--- config.mk ---
export PLATFORM = sky130hd
export DESIGN_NAME = img2col_rd_ctrl
export DESIGN_NICKNAME = d
export VERILOG_FILES = /design/src/rtl/img2col_rd_ctrl.sv
export SDC_FILE = /design/constraint.sdc
export NUM_CORES = 1
export LEC_CHECK = 0
export ABC_AREA = 1
export CAP_MARGIN = 30
export CORE_UTILIZATION = 66
export DETAILED_ROUTE_END_ITERATION = 10
export HOLD_SLACK_MARGIN = 0.12
export MAX_ROUTING_LAYER = met4
export PLACE_DENSITY_LB_ADDON = 0.3
export RECOVER_POWER = 25
export SYNTH_ARGS = -nofsm -noshare
export SYNTH_HDL_FRONTEND = slang
export SYNTH_SLANG_ARGS = --single-unit
--- constraint.sdc ---
create_clock -name clk -period 4.2 [get_ports clk]
set_input_delay 0.84 -clock clk [delete_from_list [all_inputs] [get_ports clk]]
set_output_delay 0.84 -clock clk [all_outputs]
set_load 0.01 [all_outputs]
--- src/rtl/img2col_rd_ctrl.sv ---
// rtl/img2col_rd_ctrl.sv - im2col read sequencer streaming K x K patches from a row-major tensor RAM
//
// Walks one IMG_H x IMG_W feature map in im2col order (oy, ox, ky, kx) and
// streams every element through a 4-entry output FIFO.
//
// Ports:
//   clk, rst          clock and synchronous active-high reset
//   start             begin one frame (sampled only while idle)
//   busy, done        frame in progress / one-cycle completion pulse
//   ram_en, ram_we    RAM read strobe / write enable (always 0)
//   ram_addr          RAM read address
//   ram_dout          RAM read data, valid one cycle after ram_en
//   m_valid, m_ready  output stream handshake
//   m_data            output element
//   m_last            last element of the current patch
//   m_frame_last      last element of the frame
module img2col_rd_ctrl #(
    parameter int DATA_WIDTH = 8,
    parameter int ADDR_SIZE  = 10,
    parameter int IMG_H      = 8,
    parameter int IMG_W      = 8,
    parameter int K          = 3,
    parameter int STRIDE     = 1
) (
    input  logic                  clk,
    input  logic                  rst,
    input  logic                  start,
    output logic                  busy,
    output logic                  done,
    output logic                  ram_en,
    output logic                  ram_we,
    output logic [ADDR_SIZE-1:0]  ram_addr,
    input  logic [DATA_WIDTH-1:0] ram_dout,
    output logic                  m_valid,
    input  logic                  m_ready,
    output logic [DATA_WIDTH-1:0] m_data,
    output logic                  m_last,
    output logic                  m_frame_last
);

    localparam int OH = (IMG_H - K) / STRIDE + 1;
    localparam int OW = (IMG_W - K) / STRIDE + 1;

    localparam logic [ADDR_SIZE-1:0] K_MAX     = ADDR_SIZE'(K - 1);
    localparam logic [ADDR_SIZE-1:0] OW_MAX    = ADDR_SIZE'(OW - 1);
    localparam logic [ADDR_SIZE-1:0] OH_MAX    = ADDR_SIZE'(OH - 1);
    localparam logic [ADDR_SIZE-1:0] ROW_STEP  = ADDR_SIZE'(IMG_W);
    localparam logic [ADDR_SIZE-1:0] COL_STEP  = ADDR_SIZE'(STRIDE);
    localparam logic [ADDR_SIZE-1:0] BAND_STEP = ADDR_SIZE'(STRIDE * IMG_W);
    localparam logic [ADDR_SIZE-1:0] ONE       = ADDR_SIZE'(1);

    localparam logic [1:0] S_IDLE  = 2'd0;
    localparam logic [1:0] S_RUN   = 2'd1;
    localparam logic [1:0] S_DRAIN = 2'd2;
    localparam logic [1:0] S_DONE  = 2'd3;

    logic [1:0]           state;
    logic [ADDR_SIZE-1:0] kx, ky, ox, oy;
    // band_base = start of window row band, patch_base = top-left of patch,
    // row_base = start of current kernel row, addr = element being issued.
    logic [ADDR_SIZE-1:0] band_base, patch_base, row_base, addr, last_addr;

    logic                  pend, pend_last, pend_flast;
    logic [DATA_WIDTH-1:0] fifo_data [4];
    logic [3:0]            fifo_last, fifo_flast;
    logic [1:0]            wr_ptr, rd_ptr;
    logic [2:0]            count;

    logic issue, pop, is_last, is_flast;

    // Issue decision looks only at registered occupancy, so m_ready never
    // reaches ram_en combinationally.
    assign issue    = (state == S_RUN) && ((count + {2'b00, pend}) < 3'd4);
    assign is_last  = (kx == K_MAX) && (ky == K_MAX);
    assign is_flast = is_last && (ox == OW_MAX) && (oy == OH_MAX);
    assign pop      = m_valid & m_ready;

    assign busy         = (state != S_IDLE);
    assign done         = (state == S_DONE);
    assign ram_en       = issue;
    assign ram_we       = 1'b0;
    assign ram_addr     = issue ? addr : last_addr;
    assign m_valid      = (count != 3'd0);
    assign m_data       = m_valid ? fifo_data[rd_ptr] : '0;
    assign m_last       = m_valid & fifo_last[rd_ptr];
    assign m_frame_last = m_valid & fifo_flast[rd_ptr];

    always_ff @(posedge clk) begin
        if (rst) begin
            state      <= S_IDLE;
            kx         <= '0;
            ky         <= '0;
            ox         <= '0;
            oy         <= '0;
            band_base  <= '0;
            patch_base <= '0;
            row_base   <= '0;
            addr       <= '0;
            last_addr  <= '0;
            pend       <= 1'b0;
            pend_last  <= 1'b0;
            pend_flast <= 1'b0;
            fifo_last  <= '0;
            fifo_flast <= '0;
            wr_ptr     <= '0;
            rd_ptr     <= '0;
            count      <= '0;
        end else begin
            case (state)
                S_IDLE: begin
                    if (start) begin
                        state      <= S_RUN;
                        kx         <= '0;
                        ky         <= '0;
                        ox         <= '0;
                        oy         <= '0;
                        band_base  <= '0;
                        patch_base <= '0;
                        row_base   <= '0;
                        addr       <= '0;
                    end
                end
                S_RUN:   if (issue && is_flast) state <= S_DRAIN;
                S_DRAIN: if (pop && m_frame_last) state <= S_DONE;
                default: state <= S_IDLE;
            endcase

            if (issue) begin
                last_addr <= addr;
                if (kx != K_MAX) begin
                    kx   <= kx + ONE;
                    addr <= addr + ONE;
                end else begin
                    kx <= '0;
                    if (ky != K_MAX) begin
                        ky       <= ky + ONE;
                        row_base <= row_base + ROW_STEP;
                        addr     <= row_base + ROW_STEP;
                    end else begin
                        ky <= '0;
                        if (ox != OW_MAX) begin
                            ox         <= ox + ONE;
                            patch_base <= patch_base + COL_STEP;
                            row_base   <= patch_base + COL_STEP;
                            addr       <= patch_base + COL_STEP;
                        end else begin
                            ox         <= '0;
                            oy         <= oy + ONE;
                            band_base  <= band_base + BAND_STEP;
                            patch_base <= band_base + BAND_STEP;
                            row_base   <= band_base + BAND_STEP;
                            addr       <= band_base + BAND_STEP;
                        end
                    end
                end
            end

            // Tags ride alongside the read so they land with its data.
            pend       <= issue;
            pend_last  <= is_last;
            pend_flast <= is_flast;

            if (pend) begin
                fifo_last[wr_ptr]  <= pend_last;
                fifo_flast[wr_ptr] <= pend_flast;
                wr_ptr             <= wr_ptr + 2'd1;
            end
            if (pop) rd_ptr <= rd_ptr + 2'd1;
            count <= count + {2'b00, pend} - {2'b00, pop};
        end
    end

    // Data storage needs no reset: an entry is only visible once counted.
    always_ff @(posedge clk) begin
        if (pend) fifo_data[wr_ptr] <= ram_dout;
    end

endmodule

==> results.cfg <==
[timing]
final.setup.tns_ns = 0
finalHoldWorstSlack_ns = 0.4480
final.min_clock_period_ns = 3.762
unrepaired_setup_endpoints_after_global_routing = no
setup_viol = 0
tightestPinTransition_ns = 2.880
timing.max_slew.rel_slack_pct = -92.01
clock.fmax_mhz = 265.8
report.final.slew_viol_count = 55
final.setup_skew_ns = 0.01089
finalWorstSetupSlack_ns = 0.4380
timing.final.hold_violations = 0
layout_worst_path_cycle_share_pct = 89.57

[logic_synthesis]
synth_enable_flop_cells = 32
ys_ff_latch = 144
avgSynthCellArea_um2 = 7.319
postSynthCellCount = 1063
synthesis.yosys.warnings = 0
synth-seq-area-share_pct = 41.17
synth_fp_nets = 1099
synth_top_cells_by_area = dfxtp_1 29%, edfxtp_1 12%, nand2_1 9.4%, nor2_1 7.0%, nand3_1 6.5%
synth_cell_types = 45
synthDominantCellAreaShare_pct = 28.82
synthesis.area_um2 = 7780
synth_top_area_cell = dfxtp_1
synth-async-reset-ratio_pct = 0
synth_ff_type = dfxtp_1

[cts]
cts_max_level = 4
cts.sink_count = 144
cts.repair_timing.setup_buffer_count = 0
clock_latency_ns = 0.43
cts_hold_repair.buffers = 0
clk_pin_slew_ns = 0.06
postCtsResizedCells = 0
clockBufferDepth = 2
cts_tree = done
numCtsBuffers = 17
cts_root_buf = clkbuf_16

[floorplanning]
top_level_ports = 37
rows = 39
die-width_um = 110.6
initial_utilization_pct = 67.85
core_region_area_um2 = 11470
fp.dieH_um = 110.6
die_area_um2 = 12230

[power_and_ir_drop]
overall_power_of_the_completed_layout_mw = 4.559
swShare_pct = 33.81
power_density_nw_per_um2 = 521.8
power_frac_seq_pct = 35.9
p_leak_nw = 3.578
p_clk_share_pct = 33.5
cell_internal_pwr_mw = 3.018
irDropWorstVdd_mv = 0.5701
netSwitchingPower_mw = 1.542
comb_pwr_share_pct = 30.6

[grt]
grt_pass1_wl_um = 31510
global_route.usage.total_pct = 32.84
number_of_global_route_vias_before_repair = 6800
globalRouteOverflowTotal = 0
grt_antenna_before_repair = 0
grt_start_max_net_pins = 55

[hold_path]
timing.hold.worst.class = flip-flop to flip-flop
timing.hold.worst_path_depth = 2
worst_hold_startpoint = band_base[0]

[run_status]
violations = capacitance limit, slew limit
status = finished, violations left

[detailed_routing]
drtAntennaViolNets = 0
vias_per_cell = 5.749
routed-via-count = 7146
routed_wirelength_um = 18970
drt_iter0_drc = 704
drt_pass1_iterations = 6
avgRoutedWirePerCell_um = 15.26
drc = 0

[critical_path]
slowest_delay_ns = 0.55
crit_path_end_kind = output pin
crit_path_buffers_inverters = 2
worst-path-max-fanout = 30
critical_path_required_ns = 3.36
path_class = flip-flop to output pin
critical_path.slowest_cell = clkdlybuf4s50_1
path_cells = ha_1 > ha_1 > xor2_2 > nor2_4 > or2_2 > inv_1 > a21oi_1 > clkdlybuf4s50_1
cp_data_arrival_time_ns = 2.92
worst_path_dominant_cell_family = simple AND/OR/NAND/NOR gates
timing.critical_path.depth = 8
setup.worst_path.start = pend
setup.worst_path.start_class = flip-flop
timing.reg2reg.worst_path_depth = 11
rr_startpoint = pend
timing.critical_path.mode_cell = ha_1

[cells_and_area]
drive_gt1_share_pct = 8.636
instances_no_fill = 1243
area_growth_syn_to_layout_pct = 12.32
final_core_util_pct = 76.20
nNetsFinal = 1123
design_area_um2 = 8738
insertedDiodeCount = 0

[job]
max_cap_violations = 1

[placed_design]
finalWeightedCongestion = 0.9227
placement.io_buffers = 35
placedInstanceArea_um2 = 8152
place.detailed.hpwl_um = 12450
placedCellCount = 1211
dpl_worst_slack_ns = 0.9060
[power groups by stage]
| stage | registers (mW) | logic (mW) | clock network (mW) |
|---|---|---|---|
| after floorplan | 1.62 | 0.895 | 0 |
| after global placement | 1.65 | 1.33 | 0 |
| after detailed placement | 1.66 | 1.37 | 0 |
| after CTS | 1.63 | 1.39 | 1.53 |
| after global routing | 1.65 | 1.53 | 1.60 |
| final | 1.64 | 1.40 | 1.53 |
[tightest hold or removal path, stage by stage (launching register included)]
cell	delay, ns
dfxtp_1	0.29
inv_1	0.07
nor2_1	0.04
[Yosys cell counts (9+ instances only)]
master,instances
nand4_1,14
or2_2,10
nand2_1,194
nor2_1,146
clkbuf_1,16
ha_1,24
xor2_1,9
nor3_1,9
a211oi_1,9
nand3_1,101
o21ai_0,76
edfxtp_1,32
dfxtp_1,112
a21oi_1,79
inv_1,133
[layout make-up]
type | count | area (µm²)
Clock buffer | 18 | 429.2
Clock inverter | 14 | 162.7
Fill cell | 829 | 2729
Inverter | 142 | 538.0
Multi-Input combinational cell | 744 | 3864
Sequential cell | 144 | 3203
Tap cell | 143 | 178.9
Timing Repair Buffer | 38 | 362.8
[metal layers]
metal | global-route usage (%) | part of all wire (%) | vias to the layer above
met5 | - | 0 | -
met4 | 15.29 | 2.6 | 0
met3 | 6.531 | 6.6 | 44
met2 | 51.93 | 48 | 310
met1 | 40.54 | 43 | 3283
li1 | - | - | 3509
[cells in the final DEF, fill, tap and decap left out, types with 8 or more instances in the layout]
| master | Yosys | final |
|---|---|---|
| a211oi_1 | 9 | 9 |
| o21ai_0 | 76 | 76 |
| nor2_1 | 146 | 146 |
| or2_2 | 10 | 10 |
| ha_1 | 24 | 24 |
| inv_1 | 133 | 133 |
| nand3_1 | 101 | 101 |
| xor2_1 | 9 | 9 |
| dlygate4sd3_1 | 0 | 8 |
| nor2_2 | 8 | 8 |
| clkbuf_16 | 0 | 17 |
| nor3_1 | 9 | 9 |
| dfxtp_1 | 112 | 112 |
| edfxtp_1 | 32 | 32 |
| nand2_1 | 194 | 194 |
| clkdlybuf4s50_1 | 0 | 26 |
| a21oi_1 | 79 | 79 |
| nand4_1 | 14 | 14 |
[flip-flops by register name, summed over array words and instances, names as in the netlist, 10 cells and up, named ones only]
register,flops
ky,10
kx,10
ox,10
fifo_data,32
row_base,10
oy,10
band_base,10
last_addr,10
patch_base,10
addr,10
[final timing paths]
check | slack (ns) | endpoint
worst max-delay path | 0.44 | ram_addr[7]
worst min-delay path | 0.45 | band_base[0]
worst max register to register | 1.41 | addr[0]
worst min register to register | 0.45 | band_base[0]
[cell families after synthesis]
family | count (synthesis) | share of synthesized area [%]
buffers and inverters | 175 | 9.167
other | 1 | 0.04820
DFF | 144 | 41.17
AOI/OAI and AO/OA | 189 | 13.17
adders and majority gates | 24 | 3.860
xor gates and xnor gates | 15 | 1.882
and+or+nand+nor | 515 | 30.70
(Power assumes the default switching activity.)
